$ cat src/rtl/alu_execute_stage_pkg.sv
// -----------------------------------------------------------------------------
// alu_execute_stage_pkg
//   Shared definitions for the ALU control decoder and the execute stage:
//   - 3-bit ALU control encodings (1xx codes are executed as ADD)
//   - default operand and register-index widths
//   - execute-stage state type
// -----------------------------------------------------------------------------
package alu_execute_stage_pkg;

  localparam int DEF_DATA_W = 16;
  localparam int DEF_REG_W  = 4;

  localparam logic [2:0] ALU_ADD  = 3'b000;
  localparam logic [2:0] ALU_SUB  = 3'b001;
  localparam logic [2:0] ALU_MOVE = 3'b010;
  localparam logic [2:0] ALU_SWAP = 3'b011;

  // RUN: normal issue; SWAP2: second SWAP writeback beat still pending
  typedef enum logic {
    RUN   = 1'b0,
    SWAP2 = 1'b1
  } exec_state_t;

endpackage

$ cat src/rtl/alu_execute_stage_alu_core.sv
// -----------------------------------------------------------------------------
// alu_core
//   Combinational ALU for the execute stage.
//   Ports:
//     alu_control  in   3-bit operation code (ADD/SUB/MOVE/SWAP, 1xx = ADD)
//     op_a, op_b   in   operands (rd value, rs value)
//     result       out  ADD/1xx: a+b, SUB: a-b, MOVE/SWAP: b (all modulo 2^DATA_W)
//   Optional (macro ALU_FLAGS_EN):
//     flag_zero    out  result == 0
//     flag_neg     out  result MSB
//     flag_ovf     out  signed overflow of ADD/SUB, 0 for MOVE/SWAP
// -----------------------------------------------------------------------------
module alu_core
  import alu_execute_stage_pkg::*;
#(
  parameter int DATA_W = DEF_DATA_W
) (
  input  logic [2:0]               alu_control,
  input  logic signed [DATA_W-1:0] op_a,
  input  logic signed [DATA_W-1:0] op_b,
  output logic signed [DATA_W-1:0] result
`ifdef ALU_FLAGS_EN
  ,
  output logic                     flag_zero,
  output logic                     flag_neg,
  output logic                     flag_ovf
`endif
);

  logic signed [DATA_W-1:0] sum;
  logic signed [DATA_W-1:0] diff;

  assign sum  = op_a + op_b;
  assign diff = op_a - op_b;

  always_comb begin
    result = sum;
    case (alu_control)
      ALU_SUB:            result = diff;
      ALU_MOVE, ALU_SWAP: result = op_b;
      default:            result = sum;
    endcase
  end

`ifdef ALU_FLAGS_EN
  // Overflow: ADD when equal-signed operands give a differently signed sum;
  // SUB when opposite-signed operands give a result whose sign differs from a.
  always_comb begin
    flag_ovf = 1'b0;
    case (alu_control)
      ALU_SUB:            flag_ovf = (op_a[DATA_W-1] != op_b[DATA_W-1]) &&
                                     (diff[DATA_W-1] != op_a[DATA_W-1]);
      ALU_MOVE, ALU_SWAP: flag_ovf = 1'b0;
      default:            flag_ovf = (op_a[DATA_W-1] == op_b[DATA_W-1]) &&
                                     (sum[DATA_W-1] != op_a[DATA_W-1]);
    endcase
  end

  assign flag_zero = (result == '0);
  assign flag_neg  = result[DATA_W-1];
`endif

endmodule

$ cat src/rtl/alu_execute_stage.sv
// -----------------------------------------------------------------------------
// alu_execute_stage
//   Execute stage: accepts a decoded instruction through in_valid/in_ready,
//   computes the result with alu_core and presents one register writeback beat
//   through out_valid/out_ready. SWAP produces two beats (rd <= op_b, then
//   rs <= op_a); issue is stalled while the second beat is pending.
//   Ports:
//     clk, reset               clock, synchronous active-high reset
//     in_valid / in_ready      issue handshake
//     alu_control, op_a, op_b  operation code and operand values (rd, rs)
//     rd, rs                   destination / source register indices
//     out_valid / out_ready    writeback handshake
//     out_reg, out_data        register index and value to write
//   Optional (macro ALU_FLAGS_EN): flag_zero, flag_neg, flag_ovf registered
//   alongside out_data.
// -----------------------------------------------------------------------------
module alu_execute_stage
  import alu_execute_stage_pkg::*;
#(
  parameter int DATA_W = DEF_DATA_W,
  parameter int REG_W  = DEF_REG_W
) (
  input  logic                     clk,
  input  logic                     reset,
  input  logic                     in_valid,
  output logic                     in_ready,
  input  logic [2:0]               alu_control,
  input  logic signed [DATA_W-1:0] op_a,
  input  logic signed [DATA_W-1:0] op_b,
  input  logic [REG_W-1:0]         rd,
  input  logic [REG_W-1:0]         rs,
  output logic                     out_valid,
  input  logic                     out_ready,
  output logic [REG_W-1:0]         out_reg,
  output logic signed [DATA_W-1:0] out_data
`ifdef ALU_FLAGS_EN
  ,
  output logic                     flag_zero,
  output logic                     flag_neg,
  output logic                     flag_ovf
`endif
);

  exec_state_t              state_p1;
  logic                     vld_p1;
  logic [REG_W-1:0]         reg_p1;
  logic signed [DATA_W-1:0] data_p1;
  logic [REG_W-1:0]         swap_rs_p1;
  logic signed [DATA_W-1:0] swap_a_p1;
  logic signed [DATA_W-1:0] alu_res_p0;
  logic                     can_load;
  logic                     accept;

  // ---- stage p0: operands in, combinational ALU ----
`ifdef ALU_FLAGS_EN
  logic zero_p0, neg_p0, ovf_p0;
  logic zero_p1, neg_p1, ovf_p1;
`endif

  alu_core #(
    .DATA_W(DATA_W)
  ) u_alu_core (
    .alu_control(alu_control),
    .op_a       (op_a),
    .op_b       (op_b),
    .result     (alu_res_p0)
`ifdef ALU_FLAGS_EN
    ,
    .flag_zero  (zero_p0),
    .flag_neg   (neg_p0),
    .flag_ovf   (ovf_p0)
`endif
  );

  assign can_load = !vld_p1 || out_ready;
  assign in_ready = (state_p1 == RUN) && can_load;
  assign accept   = in_valid && in_ready;

  // ---- stage p1: writeback beat register ----
  // When a beat is stalled (valid && !ready) can_load is low, so neither
  // branch below touches the beat registers and out_* holds.
  always_ff @(posedge clk) begin
    if (reset) begin
      state_p1   <= RUN;
      vld_p1     <= 1'b0;
      reg_p1     <= '0;
      data_p1    <= '0;
      swap_rs_p1 <= '0;
      swap_a_p1  <= '0;
`ifdef ALU_FLAGS_EN
      zero_p1    <= 1'b0;
      neg_p1     <= 1'b0;
      ovf_p1     <= 1'b0;
`endif
    end else begin
      case (state_p1)
        RUN: begin
          if (accept) begin
            vld_p1  <= 1'b1;
            reg_p1  <= rd;
            data_p1 <= alu_res_p0;
`ifdef ALU_FLAGS_EN
            zero_p1 <= zero_p0;
            neg_p1  <= neg_p0;
            ovf_p1  <= ovf_p0;
`endif
            if (alu_control == ALU_SWAP) begin
              swap_rs_p1 <= rs;
              swap_a_p1  <= op_a;
              state_p1   <= SWAP2;
            end
          end else if (vld_p1 && out_ready) begin
            vld_p1 <= 1'b0;
          end
        end
        SWAP2: begin
          if (can_load) begin
            vld_p1   <= 1'b1;
            reg_p1   <= swap_rs_p1;
            data_p1  <= swap_a_p1;
`ifdef ALU_FLAGS_EN
            zero_p1  <= (swap_a_p1 == '0);
            neg_p1   <= swap_a_p1[DATA_W-1];
            ovf_p1   <= 1'b0;
`endif
            state_p1 <= RUN;
          end
        end
        default: state_p1 <= RUN;
      endcase
    end
  end

  assign out_valid = vld_p1;
  assign out_reg   = reg_p1;
  assign out_data  = data_p1;
`ifdef ALU_FLAGS_EN
  assign flag_zero = zero_p1;
  assign flag_neg  = neg_p1;
  assign flag_ovf  = ovf_p1;
`endif

endmodule

$ cat config.mk
export PLATFORM = sky130hd
export DESIGN_NAME = alu_execute_stage
export DESIGN_NICKNAME = d
export VERILOG_FILES = /design/src/rtl/alu_execute_stage_pkg.sv /design/src/rtl/alu_execute_stage_alu_core.sv /design/src/rtl/alu_execute_stage.sv
export SDC_FILE = /design/constraint.sdc
export NUM_CORES = 1
export LEC_CHECK = 0
export ABC_CLOCK_PERIOD_IN_PS = 6830
export CAP_MARGIN = 25
export CORE_UTILIZATION = 50
export CTS_BUF_LIST = sky130_fd_sc_hd__clkbuf_8
export DETAILED_ROUTE_END_ITERATION = 10
export PLACE_DENSITY = 0.8
export RECOVER_POWER = 25
export SLEW_MARGIN = 30
export SYNTH_ARGS = -nofsm -noshare
export SYNTH_HDL_FRONTEND = slang
export SYNTH_SLANG_ARGS = --single-unit
$ cat constraint.sdc
create_clock -name clk -period 6.83 [get_ports clk]
set_input_delay 1.366 -clock clk [delete_from_list [all_inputs] [get_ports clk]]
set_output_delay 1.366 -clock clk [all_outputs]
set_load 0.005 [all_outputs]
## After elaboration in Yosys (flattened, before gate mapping)

Index checks and enable logic that the tools add are counted.

- Register bits: 42
- Input bits: 47
- Output and inout port bits: 22
- Logic and storage cells: 39

- Add/subtract/negate cells: 2
- Equal/unequal tests: 6
- Mux-type cells: 15
- Bitwise logic cells: 1
- Reduce and logical (&&, ||, !) cells: 9

Operator list:

| operator | count |
|---|---|
| $pmux 16 s2 | 2 |
| $mux 16 | 2 |
| $add 16x16->16 | 1 |
| $sub 16x16->16 | 1 |
| $mux 4 | 2 |
| $pmux 4 s2 | 1 |
| $eq 3x2->1 const B | 2 |
| $mux 1 | 6 |
| $pmux 1 s2 | 2 |
| $reduce_and 2->1 | 2 |
| $eq 3x1->1 const B | 1 |
| $logic_and 1x1->1 | 3 |
| $ne 3x2->1 const B | 1 |
| $reduce_and 3->1 | 1 |
| $ne 2x1->1 const B | 1 |
| $ne 2x2->1 const B | 1 |
| $reduce_or 2->1 | 1 |
| $logic_not 1->1 | 1 |
| $logic_or 1x1->1 | 1 |
| $not 1->1 | 1 |

## Depth between registers and ports, before layout

Gate-level depths: netlist of run 1.

- Depth in word-level cells: 6
- Depth in mapped cells: 15
- Gate-level depth less buffers: 15

## Cells and area by module

From an unflattened synthesis of run 1, not the netlist that was laid out.

- Cell total of the unflattened synthesis: 368
- Area, all modules: 3226.8 um^2

By module, submodules not included:

| module | times used | cells each | area an instance (um^2) | seq. area each (um^2) |
|---|---|---|---|---|
| alu_execute_stage | 1 | 191 | 2011.9 | 840.8 |
| alu_core | 1 | 177 | 1214.9 | 0.0 |

## Worst setup path before layout of run 1

No wires, ideal clock.

- Kind: input-to-reg
- Start point: in op_b[6]
- End point: reg data_p1[14] (netlist: out_data[14])
- Setup time: 0.070 ns
- Arrival: 3.711 ns
- Required time: 6.760 ns
- Setup slack: 3.049 ns
- Stages: 13
- Path buffers: 0
- Cells stage by stage: or3_4 nor3_1 nand2_1 o31ai_1 xor2_1 ha_1 a21oi_1 o21ai_0 a21oi_1 nand2_1 o21a_1 o311ai_0 o2bb2ai_1

- Word-level cells in the longest chain between the ends: 4
- Elaborated cells between the ends (all ways): 5
- Classes of those cells: 2 x add/sub; 3 x mux

Ends and longest elaborated chain:

| item | line | source |
|---|---|---|
| start, declared | alu_execute_stage.sv:29 | `input logic signed [DATA_W-1:0] op_b,` |
| $add 16x16->16 or $sub 16x16->16 (tied branches) | alu_execute_stage_alu_core.sv:33, alu_execute_stage_alu_core.sv:34 |  |
| $pmux 16 s2 * | alu_execute_stage_alu_core.sv:38 | `case (alu_control)` |
| $mux 16 * | alu_execute_stage.sv:98 | `if (accept) begin` |
| $pmux 16 s2 * | alu_execute_stage.sv:96 | `case (state_p1)` |
| end signal, assigned | alu_execute_stage.sv:101 | `data_p1 <= alu_res_p0;` |
| end signal, assigned | alu_execute_stage.sv:120 | `data_p1 <= swap_a_p1;` |
| end, declared | alu_execute_stage.sv:47 | `logic signed [DATA_W-1:0] data_p1;` |

Every way passes the cells marked *; elsewhere a longest branch is shown, timed or not. The select of a mux whose other input is x is not followed.
A chain may end at the register's enable or synchronous reset.

## Final worst setup path of run 1

- Start point: in out_ready
- End point: out in_ready

- Word-level cells in the longest chain between the ends: 2

Ends and longest elaborated chain:

| item | line | source |
|---|---|---|
| start, declared | alu_execute_stage.sv:33 | `input logic out_ready,` |
| $logic_or 1x1->1 | alu_execute_stage.sv:75 | `assign can_load = !vld_p1 \|\| out_ready;` |
| $logic_and 1x1->1 | alu_execute_stage.sv:76 | `assign in_ready = (state_p1 == RUN) && can_load;` |
| end, declared | alu_execute_stage.sv:26 | `output logic in_ready,` |

Every way passes these cells.

==> reports/results.ini, run 1 <==
[run_status]
status=completed

[drt]
via_per_inst=5.82
routed-via-count=2995
drt-wirelength-per-cell_um=15.5
drt_pass1_iterations=5
drt-initial-drc-count=240
drc=0
ant_nets=0
routed_wl_um=7990

[clock_network]
cts-root-buf=clkbuf_8
clk_path_buf_depth=2
clock_latency_ps=300
tritoncts=done
postCtsHoldBufs=0
ctsResizeCount=0
h-tree-depth=2
cts.sink_count=42
cts_buffers=5
path_clk_slew_ps=90
cts_setup_buffers=0

[layout]
fin_nets=506
design_area_um2=3690
area_growth_pct=27.7
drive_above_1_share=0.0474
antenna_cells=0

[logic_synthesis]
ys_warn_count=0
synthFlopType=dfxtp_1
ys_ff_latch=42
synth_common_cells=nand2_1, a21oi_1, dfxtp_1
synth_top_area_share=0.291
synthArstFlopShare=0
yosysUniqueCellTypes=47
syn_inst=385
seq_area_frac_synth=0.291
syn_nets=449
netlist_top_cells_area=dfxtp_1, nand2_1, a21oi_1
synth_most_common_cell=nand2_1
synth_edf_count=0
synth_area_um2=2890
yosysTopAreaCell=dfxtp_1
avgSynthCellArea_um2=7.51

[pwr]
power_leakage_uw=0.00143
p_comb_frac=0.356
switching_share=0.335
p_switching_uw=228
clock_power_share=0.249
powerDensity_nw_per_um2=185
power_uw=681
intPower_uw=453
peakVddDrop_mv=0.103
seqPwrFrac=0.395

[placed_design]
numPortBuffers=68
dp_slack_ps=2290
place_area_um2=3590
gp_congestion=0.909
place_hpwl_um=5710

[floorplanning]
rows=27
die-area_um2=6090
die_x_um=78.0
die_h_um=78.0
core_um2=5540
start_util=0.522
boundaryPins=69

[critical_path]
cp-startpoint=out_ready
critPathArrivalTime_ps=3100
start_kind=input pin
crit_path_end_kind=primary output
crit_fanout=9
crit_required_ps=5460
worstSetupPathType=input pin to primary output
timing.rr.start=out_valid$_SDFFE_PP0P_

[sta]
drv_slew=0
setup_tns_ps=0
post-route-min-period_ps=4460
slew_headroom=0.375
min_period_over_period=0.653
hold_violations=0
setup_slack_ps=2370
setup_viol=0
rsz0062_at_grt=false
max_freq_mhz=224
fin_skew_ps=8.65
worst_slew_pin_slew_ps=933

[hold_path]
min_path_type=flop to flop
hold_path.startpoint=swap_a_p1[3]$_SDFFE_PP0P_

[grt]
grt_pass1_wl_um=12900
overflow=0
grt_max_degree=47
grt_usage=0.271
first_global_vias=2703
antenna_found_initial=0

[run]
maxCapViolCount=0

==> cells in the final DEF (no fill, tap or decap), types with 2 or more instances in the layout <==
cell              n
xor2_1           12
clkbuf_8          5
nand2_1          71
clkinvlp_4        2
nand2b_1          6
clkdlybuf4s50_1  52
a31oi_1           4
a21o_1            5
nor2b_1           3
o31ai_1           7
a21oi_1          42
inv_1            10
nor3_1           15
o22ai_1           2
a21oi_2           2
o211ai_1          8
a211oi_1         10
buf_4             4
o21ai_0          18
nand4_1           3
nand3_1           8
and2_1            3
nor2_1           30
mux2i_1           6
o21a_1            3
ha_1             16
dlygate4sd3_1    16
dfxtp_1          42
and3_1            3
o31a_1            2
xnor2_1          12
a211o_1           3
==> path summary, 6_finish.rpt <==
check,depth (start not counted),slack (ps),endpoint
hold / removal,2,460,swap_a_p1[3]$_SDFFE_PP0P_
setup reg to reg,6,4140,swap_a_p1[14]$_SDFFE_PP0P_
hold reg to reg,2,460,swap_a_p1[3]$_SDFFE_PP0P_
setup / recovery,4,2370,in_ready
==> routing by layer <==
| layer | global-route usage | vias up | wire (um) |
|---|---|---|---|
| met4 | 0.0722 | 0 | 112 |
| met5 | 0 | - | 0 |
| met1 | 0.367 | 1392 | 3580 |
| li1 | - | 1484 | - |
| met2 | 0.457 | 107 | 3840 |
| met3 | 0.0326 | 12 | 446 |
==> critical path, stage by stage <==
cell,delay [ps]
dlygate4sd3_1,530
nor2b_1,640
nor2_1,80
clkdlybuf4s50_1,470
==> kinds of logic (layout without fill, tap and decap cells) <==
family,Yosys count,count (layout),share of synthesized area
fa+ha+maj,17,17,0.0762
mux,6,6,0.0208
simple gates,149,149,0.237
xor+xnor,24,24,0.0727
buf+inv,32,90,0.0463
compound gates,115,115,0.256
flops,42,42,0.291
==> stage by stage <==
| step | std cells | utilization | hold slack, ps |
|---|---|---|---|
| after floorplan | 385 | - | 436 |
| after global placement | 507 | 0.649 | 443 |
| after detailed placement | 507 | 0.649 | 450 |
| after CTS | 515 | 0.666 | 463 |
| after global routing | 515 | 0.666 | 486 |
| final | 515 | 0.666 | 463 |
==> layout make-up <==
| class | instances | area, um^2 |
|---|---|---|
| clock buffers | 5 | 68.8 |
| clock inverters | 3 | 23.8 |
| fillers | 485 | 1850 |
| inverters | 10 | 37.5 |
| multi-input cells | 311 | 1920 |
| flip-flops and latches | 42 | 841 |
| well taps | 72 | 90.1 |
| repair buffers | 72 | 711 |
==> power groups by stage <==
stage	clock network (uW)	logic, uW	registers [uW]
after floorplan	0	149	276
after global placement	0	238	275
after detailed placement	0	242	276
after CTS	170	244	270
after global routing	183	266	272
final	169	243	269
No activity file was read; power rests on OpenSTA's default activity.
==> inputs of run 2 (changes only) <==
--- a/config.mk
+++ b/config.mk
@@ -5,7 +5,7 @@
 export SDC_FILE = /design/constraint.sdc
 export NUM_CORES = 1
 export LEC_CHECK = 0
-export ABC_CLOCK_PERIOD_IN_PS = 6830
+export ABC_CLOCK_PERIOD_IN_PS = 4250
 export CAP_MARGIN = 25
 export CORE_UTILIZATION = 50
 export CTS_BUF_LIST = sky130_fd_sc_hd__clkbuf_8
==> constraint.sdc (replaced) <==
create_clock -name clk -period 4.25 [get_ports clk]
set_input_delay 0.85 -clock clk [delete_from_list [all_inputs] [get_ports clk]]
set_output_delay 0.85 -clock clk [all_outputs]
set_load 0.005 [all_outputs]
==> reports/results.ini, run 2 (same netlist as run 1, synthesis figures left out) <==
[sta]
fin_skew_ps=4.12
setup_tns_ps=0
setup_slack_ps=454
rsz0062_at_grt=false
hold_violations=0
max_freq_mhz=263
slew_headroom=0.400
post-route-min-period_ps=3800
min_period_over_period=0.893
worst_slew_pin_slew_ps=896
setup_viol=0
drv_slew=0
hold_slack_ps=458

[clock_network]
postCtsHoldBufs=0
cts_buffers=5
h-tree-depth=2
cts-root-buf=clkbuf_8
clk_path_buf_depth=2
cts_setup_buffers=0
clock_latency_ps=300
path_clk_slew_ps=80
cts.sink_count=42
ctsResizeCount=0
tritoncts=done

[layout]
antenna_cells=0
area_growth_pct=29.0
utilization=0.673
fin_nets=509
layout.cells.non_filler=518
drive_above_1_share=0.0493
final_common_cell=nand2_1
final_cell_mix=nand2_1, clkdlybuf4s50_1, a21oi_1, dfxtp_1, nor2_1

[pwr]
switching_share=0.314
seqPwrFrac=0.378
powerDensity_nw_per_um2=307
clock_power_share=0.279
peakVddDrop_mv=0.179
intPower_uw=786
power_leakage_uw=0.00146
p_switching_uw=360
p_comb_frac=0.343

[grt]
grt_max_degree=47
grt_usage=0.275
overflow=0
first_global_vias=2814
antenna_found_initial=0
grt_pass1_wl_um=13200

[critical_path]
crit_fanout=6
critPathArrivalTime_ps=4030
start_kind=input pin
cp-startpoint=op_b[6]
worstSetupPathType=input pin to flop
rrSetupSlack_ps=2020
crit_chain=clkdlybuf4s50_1 > or3_4 > nor3_1 > nand2_1 > o31ai_1 > xor2_1 > ha_1 > a21oi_1 > o21ai_0 > a21oi_1 > nand2_1 > o21a_1 > o311ai_0 > o2bb2ai_1
max_stage_delay_ps=480
timing.rr.start=out_valid$_SDFFE_PP0P_
crit_path_end_kind=flop
crit_required_ps=4490
slowest_stage=clkdlybuf4s50_1

[placed_design]
gp_congestion=0.931
placed_cells=510
dp_slack_ps=273
numPortBuffers=68
place_hpwl_um=5950

[drt]
routed_wl_um=7990
routed-via-count=3010
drt_pass1_iterations=5
drt-wirelength-per-cell_um=15.4
via_per_inst=5.81
drc=0
ant_nets=0
drt-initial-drc-count=207

[floorplanning]
die_x_um=78.0
rows=27
core_um2=5540
start_util=0.522
boundaryPins=69
die_h_um=78.0
die-area_um2=6090

[hold_path]
hold_path.startpoint=swap_rs_p1[1]$_SDFFE_PP0P_
min_path_type=flop to flop

[run_status]
status=completed

[run]
maxCapViolCount=0

==> run 2: changes by cell type in the layout (fill, tap and decap cells not counted) <==
cell        previous run  this run
buf_4                  4         7
nand3_2                1         0
nand3_1                8         9
inv_1                 10        11
inv_6                  1         0
clkinvlp_4             2         1
bufinv_16              0         1
==> run 2: path summary, 6_finish.rpt <==
check | endpoint | cells after the start
max | out_data[14]$_SDFFE_PP0P_ | 14
min reg2reg | swap_rs_p1[1]$_SDFFE_PP0P_ | 2
min | swap_rs_p1[1]$_SDFFE_PP0P_ | 2
max reg2reg | swap_a_p1[6]$_SDFFE_PP0P_ | 6
==> run 2: layout make-up <==
type / instances / area (um^2)
timing repair buffer: 75 / 733
clock inverter: 3 / 41.3
clock buffer: 5 / 68.8
sequential: 42 / 841
tap: 72 / 90.1
inverter: 10 / 37.5
fill: 513 / 1810
multi-input combinational: 311 / 1920
==> run 2: worst max-delay path: cells and delay by family <==
kind | cells | cell delay [ps]
AOI/OAI and AO/OA | 7 | 1430
xor gates and xnor gates | 1 | 180
buffers and inverters | 1 | 480
and+or+nand+nor | 4 | 790
adders and majority gates | 1 | 310
==> run 2: metrics by stage <==
step,total power (uW),cell area (um^2)
4_1_cts,1150,3730
3_3_place_gp,826,3620
2_1_floorplan,682,2890
6_report,1150,3730
3_5_place_dp,836,3620
5_1_grt,1210,3730
==> run 2: metal layers <==
metal / vias to the layer above / share of wire / GRT usage
met2: 105 / 0.47 / 0.481
met4: 0 / 0.018 / 0.102
met3: 15 / 0.056 / 0.0314
met1: 1407 / 0.45 / 0.347
met5: - / 0 / 0
li1: 1483 / - / -
==> run 2: power groups by stage <==
| stage | clock network [uW] | registers (uW) | logic (uW) |
|---|---|---|---|
| CTS | 319 | 434 | 397 |
| detailed placement | 0 | 443 | 393 |
| floorplan | 0 | 443 | 239 |
| global route | 341 | 436 | 432 |
| finish | 320 | 433 | 393 |
| global placement | 0 | 442 | 384 |
==> inputs of run 3 (changes only) <==
--- a/config.mk
+++ b/config.mk
@@ -7,6 +7,7 @@
 export LEC_CHECK = 0
 export ABC_CLOCK_PERIOD_IN_PS = 4250
 export CAP_MARGIN = 25
+export CORE_MARGIN = 2
 export CORE_UTILIZATION = 50
 export CTS_BUF_LIST = sky130_fd_sc_hd__clkbuf_8
 export DETAILED_ROUTE_END_ITERATION = 10
==> reports/results.ini, run 3 (same netlist as run 1, synthesis figures left out) <==
[layout]
design_area_um2=3700
fin_nets=509
area_growth_pct=28.1
antenna_cells=0
final_cell_mix=nand2_1, clkdlybuf4s50_1, a21oi_1, dfxtp_1, nor2_1
final_common_cell=nand2_1
utilization=0.668
drive_above_1_share=0.0493

[clock_network]
ctsResizeCount=0
path_clk_slew_ps=90
cts_setup_buffers=0
postCtsHoldBufs=0
clk_path_buf_depth=2
cts.sink_count=42
cts_buffers=5
tritoncts=done
clock_latency_ps=300
h-tree-depth=2
cts-root-buf=clkbuf_8

[hold_path]
hold_path.startpoint=swap_a_p1[3]$_SDFFE_PP0P_
min_path_type=flop to flop
hold_path_depth=2
whs_endpoint=swap_a_p1[3]$_SDFFE_PP0P_

[floorplanning]
rows=27
die-area_um2=6400
boundaryPins=69
die_x_um=80.0
start_util=0.522
die_h_um=80.0
core_um2=5540

[grt]
antenna_found_initial=0
overflow=0
grt_pass1_wl_um=13300
grt_usage=0.265
grt_max_degree=46
first_global_vias=2828

[sta]
setup_viol=0
rsz0062_at_grt=false
min_period_over_period=0.875
setup_tns_ps=0
post-route-min-period_ps=3720
drv_slew=0
fin_skew_ps=5.11
hold_violations=0
hold_slack_ps=460
slew_headroom=0.436
setup_slack_ps=532
worst_slew_pin_slew_ps=846
max_freq_mhz=269

[critical_path]
critPathArrivalTime_ps=3960
r2r_end=swap_a_p1[9]$_SDFFE_PP0P_
crit_required_ps=4490
r2r_cells=7
start_kind=input pin
rrSetupSlack_ps=1890
cp-startpoint=op_b[6]
crit_path_end_kind=flop
crit_fanout=6
worstSetupPathType=input pin to flop
timing.rr.start=out_valid$_SDFFE_PP0P_

[drt]
drt_pass1_iterations=4
ant_nets=0
drt-initial-drc-count=198
routed_wl_um=8050
via_per_inst=5.77
routed-via-count=2987
drt-wirelength-per-cell_um=15.5
drc=0

[run_status]
status=completed

[placed_design]
place_area_um2=3620
dp_slack_ps=236
gp_congestion=0.960
place_hpwl_um=5970
numPortBuffers=68

[pwr]
power_leakage_uw=0.00145
powerDensity_nw_per_um2=294
peakVddDrop_mv=0.164

[run]
maxCapViolCount=0

## run 3: cell count changes in the layout (fill, tap and decap cells not counted)
cell	previous run	this run
bufinv_16	1	0
clkinv_2	0	1
clkinv_4	0	1
clkinvlp_4	1	0
## run 3: final cells by class
class | count | area, um^2
clock buffers | 5 | 68.8
clock inverters | 3 | 17.5
fillers | 490 | 1840
inverters | 10 | 37.5
multi-input cells | 311 | 1920
flip-flops and latches | 42 | 841
well taps | 72 | 90.1
repair buffers | 75 | 733
## run 3: worst max-delay path by stage
stage	endpoint	slack, ps	cells past startpoint
final	out_data[14]$_SDFFE_PP0P_	530	14
after floorplan	out_data[14]$_SDFFE_PP0P_	980	13
after global placement	out_data[14]$_SDFFE_PP0P_	340	14
after detailed placement	out_data[14]$_SDFFE_PP0P_	240	14
after global routing	out_data[14]$_SDFFE_PP0P_	380	14
after CTS	out_data[14]$_SDFFE_PP0P_	560	14
## run 3: per-layer routing
metal	global-route usage	vias up	routed length [um]
li1	-	1484	-
met4	0.102	0	151
met5	0	-	0
met2	0.448	115	3860
met1	0.336	1379	3510
met3	0.0430	9	529
## run 3: per-stage QoR
| stage | cells | power [uW] |
|---|---|---|
| after floorplan | 385 | 682 |
| after global placement | 510 | 826 |
| after detailed placement | 510 | 837 |
| after CTS | 518 | 1100 |
| after global routing | 518 | 1150 |
| final | 518 | 1090 |
## run 3: worst max-delay path, stage by stage
cell             delay, ps
clkdlybuf4s50_1        480
or3_4                  450
nor3_1                 150
nand2_1                100
o31ai_1                240
xor2_1                 180
ha_1                   300
a21oi_1                250
o21ai_0                120
a21oi_1                200
nand2_1                 70
o21a_1                 100
o311ai_0               300
o2bb2ai_1              160
## run 3: where the power goes
group          internal, uW  total [uW]  switching (uW)
clock network           114         262             148
registers               420         433            12.8
logic                   192         393             200
total                   726        1090             362
